===== src/rtl/softmax_ctrl_pkg.sv =====
`default_nettype none
// ============================================================================
// softmax_ctrl_pkg : shared types and constants for the softmax sequencer.
// Revision: 1.0
// ============================================================================
package softmax_ctrl_pkg;

  typedef enum logic [2:0] {
    ST_IDLE       = 3'd0,
    ST_LUT_ADDR   = 3'd1,
    ST_LUT_WR     = 3'd2,
    ST_LUT_SETTLE = 3'd3,
    ST_EXEC       = 3'd4,
    ST_EXEC_WAIT  = 3'd5,
    ST_FETCH      = 3'd6,
    ST_DONE       = 3'd7
  } state_t;

  localparam logic [1:0] LUT_NONE = 2'd0;
  localparam logic [1:0] LUT_LSB  = 2'd1;
  localparam logic [1:0] LUT_MSB  = 2'd2;

  localparam logic [1:0] MODE_LSA = 2'd0;
  localparam logic [1:0] MODE_GSA = 2'd1;

  // Phase p loads LUT half code[p] from Q-memory word addr[p]
  localparam logic [1:0] LUT_ADDR_TBL [4] = '{2'd1, 2'd0, 2'd3, 2'd2};
  localparam logic [1:0] LUT_CODE_TBL [4] = '{LUT_LSB, LUT_LSB, LUT_MSB, LUT_MSB};

endpackage
`default_nettype wire


===== src/rtl/softmax_seq_ctrl_if.sv =====
`default_nettype none
// ============================================================================
// softmax_seq_ctrl_if : command strobes in, datapath control fields out.
// Revision: 1.0
// ============================================================================
interface softmax_seq_ctrl_if #(
  parameter int ADDR_W = 6
);
  logic              start;
  logic [1:0]        start_mode;
  logic              start_lut;
  logic              abort;

  logic [1:0]        mode;
  logic [1:0]        lut_wr;
  logic              qmem_rd;
  logic [ADDR_W-1:0] qkmem_add;
  logic              execute;
  logic              fetch;
  logic              busy;
  logic              done;
  logic              err;

  modport master (
    output start, start_mode, start_lut, abort,
    input  mode, lut_wr, qmem_rd, qkmem_add, execute, fetch, busy, done, err
  );

  modport slave (
    input  start, start_mode, start_lut, abort,
    output mode, lut_wr, qmem_rd, qkmem_add, execute, fetch, busy, done, err
  );
endinterface
`default_nettype wire


===== src/rtl/softmax_ctrl_cnt.sv =====
`default_nettype none
// ============================================================================
// softmax_ctrl_cnt : loadable down-counter with value and zero flag.
// Revision: 1.0
// ============================================================================
module softmax_ctrl_cnt #(
  parameter int CNT_W = 8
) (
  input  wire logic             clk,
  input  wire logic             reset,
  input  wire logic             i_load,
  input  wire logic [CNT_W-1:0] i_load_val,
  input  wire logic             i_dec,
  output logic      [CNT_W-1:0] o_val,
  output logic                  o_zero
);

  logic [CNT_W-1:0] r_cnt;

  always_ff @(posedge clk or posedge reset) begin
    if (reset) begin
      r_cnt <= '0;
    end else if (i_load) begin
      r_cnt <= i_load_val;
    end else if (i_dec) begin
      r_cnt <= r_cnt - CNT_W'(1);
    end
  end

  assign o_val  = r_cnt;
  assign o_zero = (r_cnt == '0);

endmodule
`default_nettype wire


===== src/rtl/softmax_seq_ctrl.sv =====
`default_nettype none
// ============================================================================
// softmax_seq_ctrl : runs LUT load / execute / fetch schedule from one start.
// Revision: 1.0
// ============================================================================
module softmax_seq_ctrl
  import softmax_ctrl_pkg::*;
#(
  parameter int LUT_SETTLE   = 8,
  parameter int EXEC_WAIT    = 30,
  parameter int FETCH_LEN    = 40,
  parameter int LSA_EXEC_LEN = 41,
  parameter int CNT_W        = 8,
  parameter int ADDR_W       = 6
) (
  input wire logic             clk,
  input wire logic             reset,
  softmax_seq_ctrl_if.slave    bus
);

  if (LUT_SETTLE < 0 || EXEC_WAIT < 0 || FETCH_LEN < 1 || LSA_EXEC_LEN < 1 ||
      LUT_SETTLE > 2**CNT_W || EXEC_WAIT > 2**CNT_W ||
      FETCH_LEN > 2**CNT_W || LSA_EXEC_LEN > 2**CNT_W) begin : g_bad_params
    $error("softmax_seq_ctrl: length parameter out of range for CNT_W");
  end

  localparam logic [CNT_W-1:0] c_settle_ld = (LUT_SETTLE > 0) ? CNT_W'(LUT_SETTLE - 1) : '0;
  localparam logic [CNT_W-1:0] c_wait_ld   = (EXEC_WAIT > 0)  ? CNT_W'(EXEC_WAIT - 1)  : '0;
  localparam logic [CNT_W-1:0] c_fetch_ld  = CNT_W'(FETCH_LEN - 1);
  localparam logic [CNT_W-1:0] c_lsa_ld    = CNT_W'(LSA_EXEC_LEN - 1);

  state_t           r_state;
  state_t           w_state_nxt;
  logic [1:0]       r_phase;
  logic [1:0]       w_phase_nxt;
  logic [1:0]       r_mode;
  logic             r_err;
  logic             w_accept;
  logic             w_reject;
  logic             w_cnt_load;
  logic [CNT_W-1:0] w_cnt_ld_val;
  logic             w_cnt_dec;
  logic [CNT_W-1:0] w_cnt_cur;
  logic             w_cnt_zero;
  logic             w_lut_state;

  softmax_ctrl_cnt #(.CNT_W(CNT_W)) u_cnt (
    .clk        (clk),
    .reset      (reset),
    .i_load     (w_cnt_load),
    .i_load_val (w_cnt_ld_val),
    .i_dec      (w_cnt_dec),
    .o_val      (w_cnt_cur),
    .o_zero     (w_cnt_zero)
  );

  always_ff @(posedge clk or posedge reset) begin
    if (reset) begin
      r_state <= ST_IDLE;
      r_phase <= 2'd0;
      r_mode  <= MODE_LSA;
      r_err   <= 1'b0;
    end else begin
      r_state <= w_state_nxt;
      r_phase <= w_phase_nxt;
      r_err   <= w_reject;
      if (w_accept) begin
        r_mode <= bus.start_mode;
      end
    end
  end

  always_comb begin
    w_state_nxt  = r_state;
    w_phase_nxt  = r_phase;
    w_accept     = 1'b0;
    w_reject     = 1'b0;
    w_cnt_load   = 1'b0;
    w_cnt_ld_val = '0;
    // Load takes priority inside the counter; a stale value outside counted states is harmless
    w_cnt_dec    = (w_cnt_cur != '0);

    case (r_state)
      ST_IDLE: begin
        if (bus.start) begin
          if (!bus.start_mode[1]) begin
            w_accept = 1'b1;
            if (bus.start_lut) begin
              w_state_nxt = ST_LUT_ADDR;
              w_phase_nxt = 2'd0;
            end else begin
              w_state_nxt  = ST_EXEC;
              w_cnt_load   = 1'b1;
              w_cnt_ld_val = (bus.start_mode == MODE_LSA) ? c_lsa_ld : '0;
            end
          end else begin
            w_reject = 1'b1;
          end
        end
      end
      ST_LUT_ADDR: w_state_nxt = ST_LUT_WR;
      ST_LUT_WR, ST_LUT_SETTLE: begin
        if (r_state == ST_LUT_WR && LUT_SETTLE > 0) begin
          w_state_nxt  = ST_LUT_SETTLE;
          w_cnt_load   = 1'b1;
          w_cnt_ld_val = c_settle_ld;
        end else if (r_state == ST_LUT_SETTLE && !w_cnt_zero) begin
          w_state_nxt = ST_LUT_SETTLE;
        end else if (r_phase == 2'd3) begin
          w_state_nxt  = ST_EXEC;
          w_cnt_load   = 1'b1;
          w_cnt_ld_val = (r_mode == MODE_LSA) ? c_lsa_ld : '0;
        end else begin
          w_state_nxt = ST_LUT_ADDR;
          w_phase_nxt = r_phase + 2'd1;
        end
      end
      ST_EXEC: begin
        if (r_mode == MODE_GSA) begin
          w_cnt_load = 1'b1;
          if (EXEC_WAIT > 0) begin
            w_state_nxt  = ST_EXEC_WAIT;
            w_cnt_ld_val = c_wait_ld;
          end else begin
            w_state_nxt  = ST_FETCH;
            w_cnt_ld_val = c_fetch_ld;
          end
        end else if (w_cnt_zero) begin
          w_state_nxt = ST_DONE;
        end
      end
      ST_EXEC_WAIT: begin
        if (w_cnt_zero) begin
          w_state_nxt  = ST_FETCH;
          w_cnt_load   = 1'b1;
          w_cnt_ld_val = c_fetch_ld;
        end
      end
      ST_FETCH: begin
        if (w_cnt_zero) begin
          w_state_nxt = ST_DONE;
        end
      end
      ST_DONE: w_state_nxt = ST_IDLE;
      default: w_state_nxt = ST_IDLE;
    endcase

    if (bus.abort && r_state != ST_IDLE) begin
      w_state_nxt = ST_IDLE;
      w_cnt_load  = 1'b0;
    end
  end

  assign w_lut_state = (r_state == ST_LUT_ADDR) || (r_state == ST_LUT_WR) ||
                       (r_state == ST_LUT_SETTLE);

  assign bus.mode      = r_mode;
  assign bus.qmem_rd   = w_lut_state;
  assign bus.qkmem_add = w_lut_state ? ADDR_W'(LUT_ADDR_TBL[r_phase]) : '0;
  assign bus.lut_wr    = (r_state == ST_LUT_WR) ? LUT_CODE_TBL[r_phase] : LUT_NONE;
  assign bus.execute   = (r_state == ST_EXEC);
  assign bus.fetch     = (r_state == ST_FETCH);
  assign bus.busy      = (r_state != ST_IDLE);
  assign bus.done      = (r_state == ST_DONE);
  assign bus.err       = r_err;

endmodule
`default_nettype wire


===== src/flat_wrapper.sv =====
// flat-port wrapper written by rule: the top's interface ports become plain ports
module softmax_seq_ctrl_flat import softmax_ctrl_pkg::*;
#(
  parameter int LUT_SETTLE   = 8,
  parameter int EXEC_WAIT    = 30,
  parameter int FETCH_LEN    = 40,
  parameter int LSA_EXEC_LEN = 41,
  parameter int CNT_W        = 8,
  parameter int ADDR_W       = 6
)
  (clk, reset, bus_start, bus_start_mode, bus_start_lut, bus_abort, bus_mode, bus_lut_wr, bus_qmem_rd, bus_qkmem_add, bus_execute, bus_fetch, bus_busy, bus_done, bus_err);
  softmax_seq_ctrl_if #(.ADDR_W(ADDR_W)) bus_i ();
  input wire logic clk;
  input wire logic reset;
  input wire logic [$bits(bus_i.start)-1:0] bus_start;
  input wire logic [$bits(bus_i.start_mode)-1:0] bus_start_mode;
  input wire logic [$bits(bus_i.start_lut)-1:0] bus_start_lut;
  input wire logic [$bits(bus_i.abort)-1:0] bus_abort;
  output wire logic [$bits(bus_i.mode)-1:0] bus_mode;
  output wire logic [$bits(bus_i.lut_wr)-1:0] bus_lut_wr;
  output wire logic [$bits(bus_i.qmem_rd)-1:0] bus_qmem_rd;
  output wire logic [$bits(bus_i.qkmem_add)-1:0] bus_qkmem_add;
  output wire logic [$bits(bus_i.execute)-1:0] bus_execute;
  output wire logic [$bits(bus_i.fetch)-1:0] bus_fetch;
  output wire logic [$bits(bus_i.busy)-1:0] bus_busy;
  output wire logic [$bits(bus_i.done)-1:0] bus_done;
  output wire logic [$bits(bus_i.err)-1:0] bus_err;
  assign bus_i.start = bus_start;
  assign bus_i.start_mode = bus_start_mode;
  assign bus_i.start_lut = bus_start_lut;
  assign bus_i.abort = bus_abort;
  assign bus_mode = bus_i.mode;
  assign bus_lut_wr = bus_i.lut_wr;
  assign bus_qmem_rd = bus_i.qmem_rd;
  assign bus_qkmem_add = bus_i.qkmem_add;
  assign bus_execute = bus_i.execute;
  assign bus_fetch = bus_i.fetch;
  assign bus_busy = bus_i.busy;
  assign bus_done = bus_i.done;
  assign bus_err = bus_i.err;
  softmax_seq_ctrl #(.LUT_SETTLE(LUT_SETTLE), .EXEC_WAIT(EXEC_WAIT), .FETCH_LEN(FETCH_LEN), .LSA_EXEC_LEN(LSA_EXEC_LEN), .CNT_W(CNT_W), .ADDR_W(ADDR_W)) u_core (.clk(clk), .reset(reset), .bus(bus_i));
endmodule

===== config.mk =====
export PLATFORM = sky130hd
export DESIGN_NAME = softmax_seq_ctrl_flat
export DESIGN_NICKNAME = d
export VERILOG_FILES = /design/src/rtl/softmax_ctrl_pkg.sv /design/src/rtl/softmax_seq_ctrl_if.sv /design/src/rtl/softmax_ctrl_cnt.sv /design/src/rtl/softmax_seq_ctrl.sv /design/src/flat_wrapper.sv
export SDC_FILE = /design/constraint.sdc
export NUM_CORES = 1
export LEC_CHECK = 0
export ABC_AREA = 1
export CORE_AREA = 3 3 54 56
export DETAILED_ROUTE_END_ITERATION = 8
export DIE_AREA = 0 0 57 59
export PLACE_DENSITY_LB_ADDON = 0.12
export RECOVER_POWER = 25
export SYNTH_ARGS = -nofsm -noshare
export SYNTH_HDL_FRONTEND = slang
export SYNTH_SLANG_ARGS = --single-unit

===== constraint.sdc =====
create_clock -name clk -period 2.4 [get_ports clk]
set_clock_uncertainty 0.2 [all_clocks]
set_input_delay 0.48 -clock clk [delete_from_list [all_inputs] [get_ports clk]]
set_output_delay 0.48 -clock clk [all_outputs]
set_load 0.01 [all_outputs]

==> results.txt, run 1 <==
Number of cell rows: 18
# setup viols final: 0
CTS tree: built
Routed met1 length: 1340 um
Max Clk Rate: 429 MHz
Proportion of layout cells with a drive suffix above 1: 0.162
Worst-Skew Late Latency: 0.29 ns
Design Area, Final: 1500 um^2
Initial core utilization: 0.486
Worst R2R Path Depth: 9
Fin. Hold Viols: 0
Synthesized instance count: 177
Power per cell area: 1190 nW/um^2
Metal3 WL: 102 um
Asr flop ratio synth: 1.00
Pins over their slew limit: 0
Synth warn: 0
Clk Tree Root Cell: clkbuf_4
Pin count of the biggest net entering global routing: 17
Final TNS setup: 0 ns
Hold slack final: 0.352 ns
Fill cells: 253
Vias/cell: 4.88
Vias in the first global route: 1091
Initial antenna violation count: 0
DP HPWL: 2110 um
Hold Buf Count CTS: 0
Hold Path Class: register to register
WL met2: 1260 um
Worst rel slew slack: 0.580
Switching fraction of total power: 0.475
Placed Instance Area: 1400 um^2
CTS buffer count: 3
Core area: 2480 um^2
Most frequent cells in the layout: nand2_1, nor2_1, inv_1, nand3_1
First-pass GRT wire length: 4630 um
Worst-path clk slew: 0.11 ns
CTS H-tree lvls: 1
Wire per inst: 11.6 um
Sw Pwr: 0.000846 W
Worst hold path depth: 2
Vias: 1143
Gr usage total: 0.174
CP Class: register to output pin
Grt total ovfl: 0
Netlist Area Pre-Place: 1200 um^2
Area Growth Syn to Fin: 24.6%
First-pass DRT Iterations: 4
Most used DFF post-synth: dfrtp_1
Pint: 0.000934 W
Initial DRC Count: 47
Status: completed
Fin crit share: 0.971
Worst setup SP type: register
Register area share after synthesis: 0.333
Die X: 57 um
Antenna diodes: 0
Sequential cell area: 404 um^2
Gpl congestion: 0.917
Multi-input gate area: 676 um^2
Worst Path Arrival: 1.65 ns
Reg power frac: 0.288
Worst Tran Pin Value: 0.629 ns
Pleak: 0.829 nW
Post-Route WL: 2700 um
Post-synth EDFFs: 0
Post-route ant nets: 0
Most common cell after layout, fill and taps aside: nand2_1
Synth cell types: 24
Clk sink count: 16
Final #Nets: 216
DRC violations left: 0
Top-Level Pins: 23
Worst ir drop on vdd: 0.771 mV
Combinational group share of total power: 0.608
Final min period: 2.33 ns
Port-buffer cells: 18
Die ar.: 3360 um^2
Clock tree buffer depth: 2
Worst EP required: 1.72 ns
CP Capture Type: output pin
Max_cap viols: 0
Overall Power: 0.00178 W
Mean Syn Cell Area: 6.80 um^2
Synth Register Bits: 16
Die H: 59 um
Clk pwr share: 0.104
Uppermost routed layer: met4
Worst-path fanout max: 4
synthesized netlist by cell type (3+ instances only):
cell type | n | area (um^2)
nand2_1 | 39 | 146
xor2_1 | 3 | 26.3
nand3_1 | 14 | 70.1
inv_1 | 27 | 101
a21oi_1 | 7 | 35.0
ha_1 | 4 | 50.1
nor2_2 | 3 | 18.8
nand2_2 | 5 | 31.3
o21ai_0 | 10 | 50.1
nor2_4 | 4 | 45.0
dfrtp_1 | 16 | 400
buf_4 | 4 | 30.0
nor2_1 | 28 | 105
cells by family after synthesis:
kind of cell    share of synthesized area
simple gates                        0.394
other cells                       0.00312
buf+inv                             0.117
compound gates                     0.0894
flops                               0.333
xor+xnor                           0.0218
fa+ha+maj                          0.0416
worst max-delay path, cell delays in order (launching register included):
cell and delay, ns:
dfrtp_2 0.43, inv_2 0.08, nor2_4 0.13, nand2_2 0.09, nor2_1 0.10, clkdlybuf4s50_1 0.54
stage by stage:
stage,setup slack [ns],cells,utilization
global route,-0.000822,234,0.606
finish,0.0707,234,0.606
global placement,0.254,224,0.566
floorplan,0.584,180,-
CTS,0.0102,231,0.591
detailed placement,0.188,224,0.566
sequential cells by signal, indices dropped and copies added (netlist names):
register            flops
u_core.r_phase          2
u_core.u_cnt.o_val      8
u_core.bus.mode         2
u_core.r_state          3
u_core.bus.err          1
routing by layer:
layer  vias to the layer above  track usage
met5                         -            0
met4                         0       0.0397
met3                         2       0.0240
met2                        19        0.292
met1                       523        0.238
li1                        599            -
cell type report:
class                           count  area share
Clock buffer                        4      0.0242
Inverter                           29      0.0742
Multi-Input combinational cell    131       0.450
Sequential cell                    16       0.269
Tap cell                           30      0.0250
Timing Repair Buffer               24       0.157
repair_timing:
| action | CTS | global route |
|---|---|---|
| pin swaps | 0 | 1 |
| setup buffers | 3 | 3 |
| resized for setup | 3 | 6 |
| setup endpoints to repair | 4 | 6 |
final timing paths:
path / from / slack, ns / to
min in group asynchronous: reset / 0.49 / u_core.u_cnt.o_val[5]
min reg2reg: u_core.u_cnt.o_val[6] / 0.35 / u_core.u_cnt.o_val[6]
max in group asynchronous: reset / 1.07 / u_core.r_state[0]
max: u_core.r_state[1] / 0.07 / bus_lut_wr[0]
max reg2reg: u_core.u_cnt.o_val[0] / 0.26 / u_core.r_phase[0]
min: u_core.u_cnt.o_val[6] / 0.35 / u_core.u_cnt.o_val[6]
power groups by stage:
stage               Sequential (W)  Combinational (W)  Clock [W]
floorplan                 0.000497           0.000740          0
global placement          0.000516            0.00101          0
detailed placement        0.000518            0.00101          0
CTS                       0.000510            0.00106   0.000189
global route              0.000528            0.00123   0.000204
finish                    0.000512            0.00108   0.000185
(Power assumes the default switching activity.)
==> run 2: changes to the inputs <==
--- a/config.mk
+++ b/config.mk
@@ -9,8 +9,10 @@
 export CORE_AREA = 3 3 54 56
 export DETAILED_ROUTE_END_ITERATION = 8
 export DIE_AREA = 0 0 57 59
+export GPL_TIMING_DRIVEN = 1
 export PLACE_DENSITY_LB_ADDON = 0.12
 export RECOVER_POWER = 25
+export REMOVE_ABC_BUFFERS = 1
 export SYNTH_ARGS = -nofsm -noshare
 export SYNTH_HDL_FRONTEND = slang
 export SYNTH_SLANG_ARGS = --single-unit
==> run 2 against run 1 <==
Cell area shrank 0.25%. Power grew 0.76%. Worst setup slack gained 0.016 ns. Routed wire length grew 4.0%. Die area is the same. Combinational power is essentially flat. Core utilization shrank 0.15 points. Largest cell class unchanged.
==> results.txt, run 2 (synthesis gave the netlist of run 1 again) <==
Status: completed
Gr usage total: 0.180 (+0.00682)
First-pass GRT wire length: 4770 um (+3.1%)
Worst setup SP type: register
DRC violations left: 0 (unchanged)
Top-Level Pins: 23 (unchanged)
Hold wc startpoint: u_core.u_cnt.o_val[6]
Die H: 59 um (unchanged)
Overall Power: 0.00179 W (+0.76%)
Final #Nets: 216 (unchanged)
Worst-path clk slew: 0.12 ns (about the same)
Placed Instance Area: 1410 um^2 (+0.53%)
Worst rel slew slack: 0.572 (-0.00823)
Final TNS setup: 0 ns (unchanged)
Grt total ovfl: 0 (unchanged)
Post-Route WL: 2810 um (+4.0%)
Fin. Hold Viols: 0 (unchanged)
Finished Core Util: 0.604 (-0.00152)
Worst Path Arrival: 1.63 ns (-0.02 ns)
Max_cap viols: 0 (unchanged)
CP Launch Point: u_core.r_state[1]
Vias in the first global route: 1092 (+0.092%)
CTS buffer count: 3 (unchanged)
Clk Tree Root Cell: clkbuf_4
Port-buffer cells: 18 (unchanged)
CTS H-tree lvls: 1 (unchanged)
Clock tree buffer depth: 2 (unchanged)
Initial core utilization: 0.486 (unchanged)
Worst ir drop on vdd: 0.729 mV (-5.5%)
Worst Tran Pin Value: 0.641 ns (+0.0123 ns)
Worst EP required: 1.72 ns (about the same)
DP HPWL: 2070 um (-1.7%)
# setup viols final: 0 (unchanged)
Fin crit share: 0.964 (-0.00654)
Worst-path fanout max: 4 (unchanged)
Most common cell after layout, fill and taps aside: nand2_1
Reg2Reg Launch Point: u_core.u_cnt.o_val[0]
Core area: 2480 um^2 (unchanged)
Hold Path Class: register to register
Max stage delay cell, worst path: clkdlybuf4s50_1
Area Growth Syn to Fin: 24.3%
Pleak: 0.820 nW (-1.1%)
Pins over their slew limit: 0 (unchanged)
Gpl congestion: 0.942 (+2.8%)
Clk sink count: 16 (unchanged)
Fill cells: 243 (-4.0%)
Top Family by Delay on Critical Path: buffers and inverters
CP Buf/Inv Count: 2 (unchanged)
CTS tree: built
Initial DRC Count: 41 (-13%)
Hold Buf Count CTS: 0 (unchanged)
RSZ-0062 raised after global routing: no
Die ar.: 3360 um^2 (unchanged)
Antenna diodes: 0 (unchanged)
Power per cell area: 1200 nW/um^2 (+1.0%)
Worst-Skew Late Latency: 0.31 ns (+0.02 ns)
Largest stage delay on the critical path: 0.53 ns (about the same)
Final min period: 2.31 ns (-0.0157 ns)
Vias: 1195 (+4.5%)
Hold slack final: 0.355 ns (+0.00345 ns)
CP Capture Type: output pin
Number of cell rows: 18 (unchanged)
Vias/cell: 5.11 (+4.5%)
CP Class: register to output pin
Post-route ant nets: 0 (unchanged)
Die X: 57 um (unchanged)
Crit path cell chain: nor2_4, nor2_2, inv_1, nor2_1, clkdlybuf4s50_1
Largest register FFs: 8 (unchanged)
First-pass DRT Iterations: 4 (unchanged)
Wire per inst: 12.0 um (+4.0%)
Max Clk Rate: 432 MHz (+0.68%)
Initial antenna violation count: 0 (unchanged)
Pin count of the biggest net entering global routing: 17 (unchanged)
Design Area, Final: 1500 um^2 (-0.25%)
Most frequent cells in the layout: nand2_1, inv_1, nor2_1, nand3_1
Proportion of layout cells with a drive suffix above 1: 0.162 (unchanged)
## run 2: area by class of cell
class,count,area (um^2),share of cell area
clock buffers,4,36.3,0.0242
repair buffers,24,230,0.154
flip-flops and latches,16,405,0.271
multi-input cells,131,676,0.452
well taps,30,37.5,0.0251
inverters,29,111,0.0744
## run 2: timing repair
action	4_1_cts	5_1_grt
setup endpoints to repair	5	4
setup buffers	2	3
gates resized for setup	6	4
## run 2: worst min-delay path, delay by kind of cell (launching register included)
family,cells,cell delay (ns)
DFF,1,0.39
AOI/OAI and AO/OA,2,0.13
## run 2: final timing paths
check	cells after the start	slack, ns	to
max	5	0.09	bus_qkmem_add[1]
min in group asynchronous	2	0.48	u_core.r_phase[1]
min	2	0.36	u_core.u_cnt.o_val[6]
max reg2reg	9	0.27	u_core.r_phase[0]
max in group asynchronous	2	1.07	u_core.r_state[2]
min reg2reg	2	0.36	u_core.u_cnt.o_val[6]
## run 2: where the power goes
group	internal, W	total, W	switching (W)
clock	0.0000925	0.000195	0.000103
sequential	0.000392	0.000506	0.000114
combinational	0.000442	0.00109	0.000651
## run 2: per-stage QoR
step | setup WS (ns) | cells
2_1_floorplan | 0.584 | 176
3_3_place_gp | 0.254 | 225
3_5_place_dp | 0.201 | 225
4_1_cts | 0.00109 | 231
5_1_grt | 0.00913 | 234
6_report | 0.0864 | 234
## run 2: per-layer routing
metal,global-route usage,vias to the layer above,share of wire
met2,0.289,55,0.44
met4,0.0629,0,0.012
met5,0,-,0
met1,0.250,537,0.47
met3,0.0261,5,0.074
li1,-,598,-
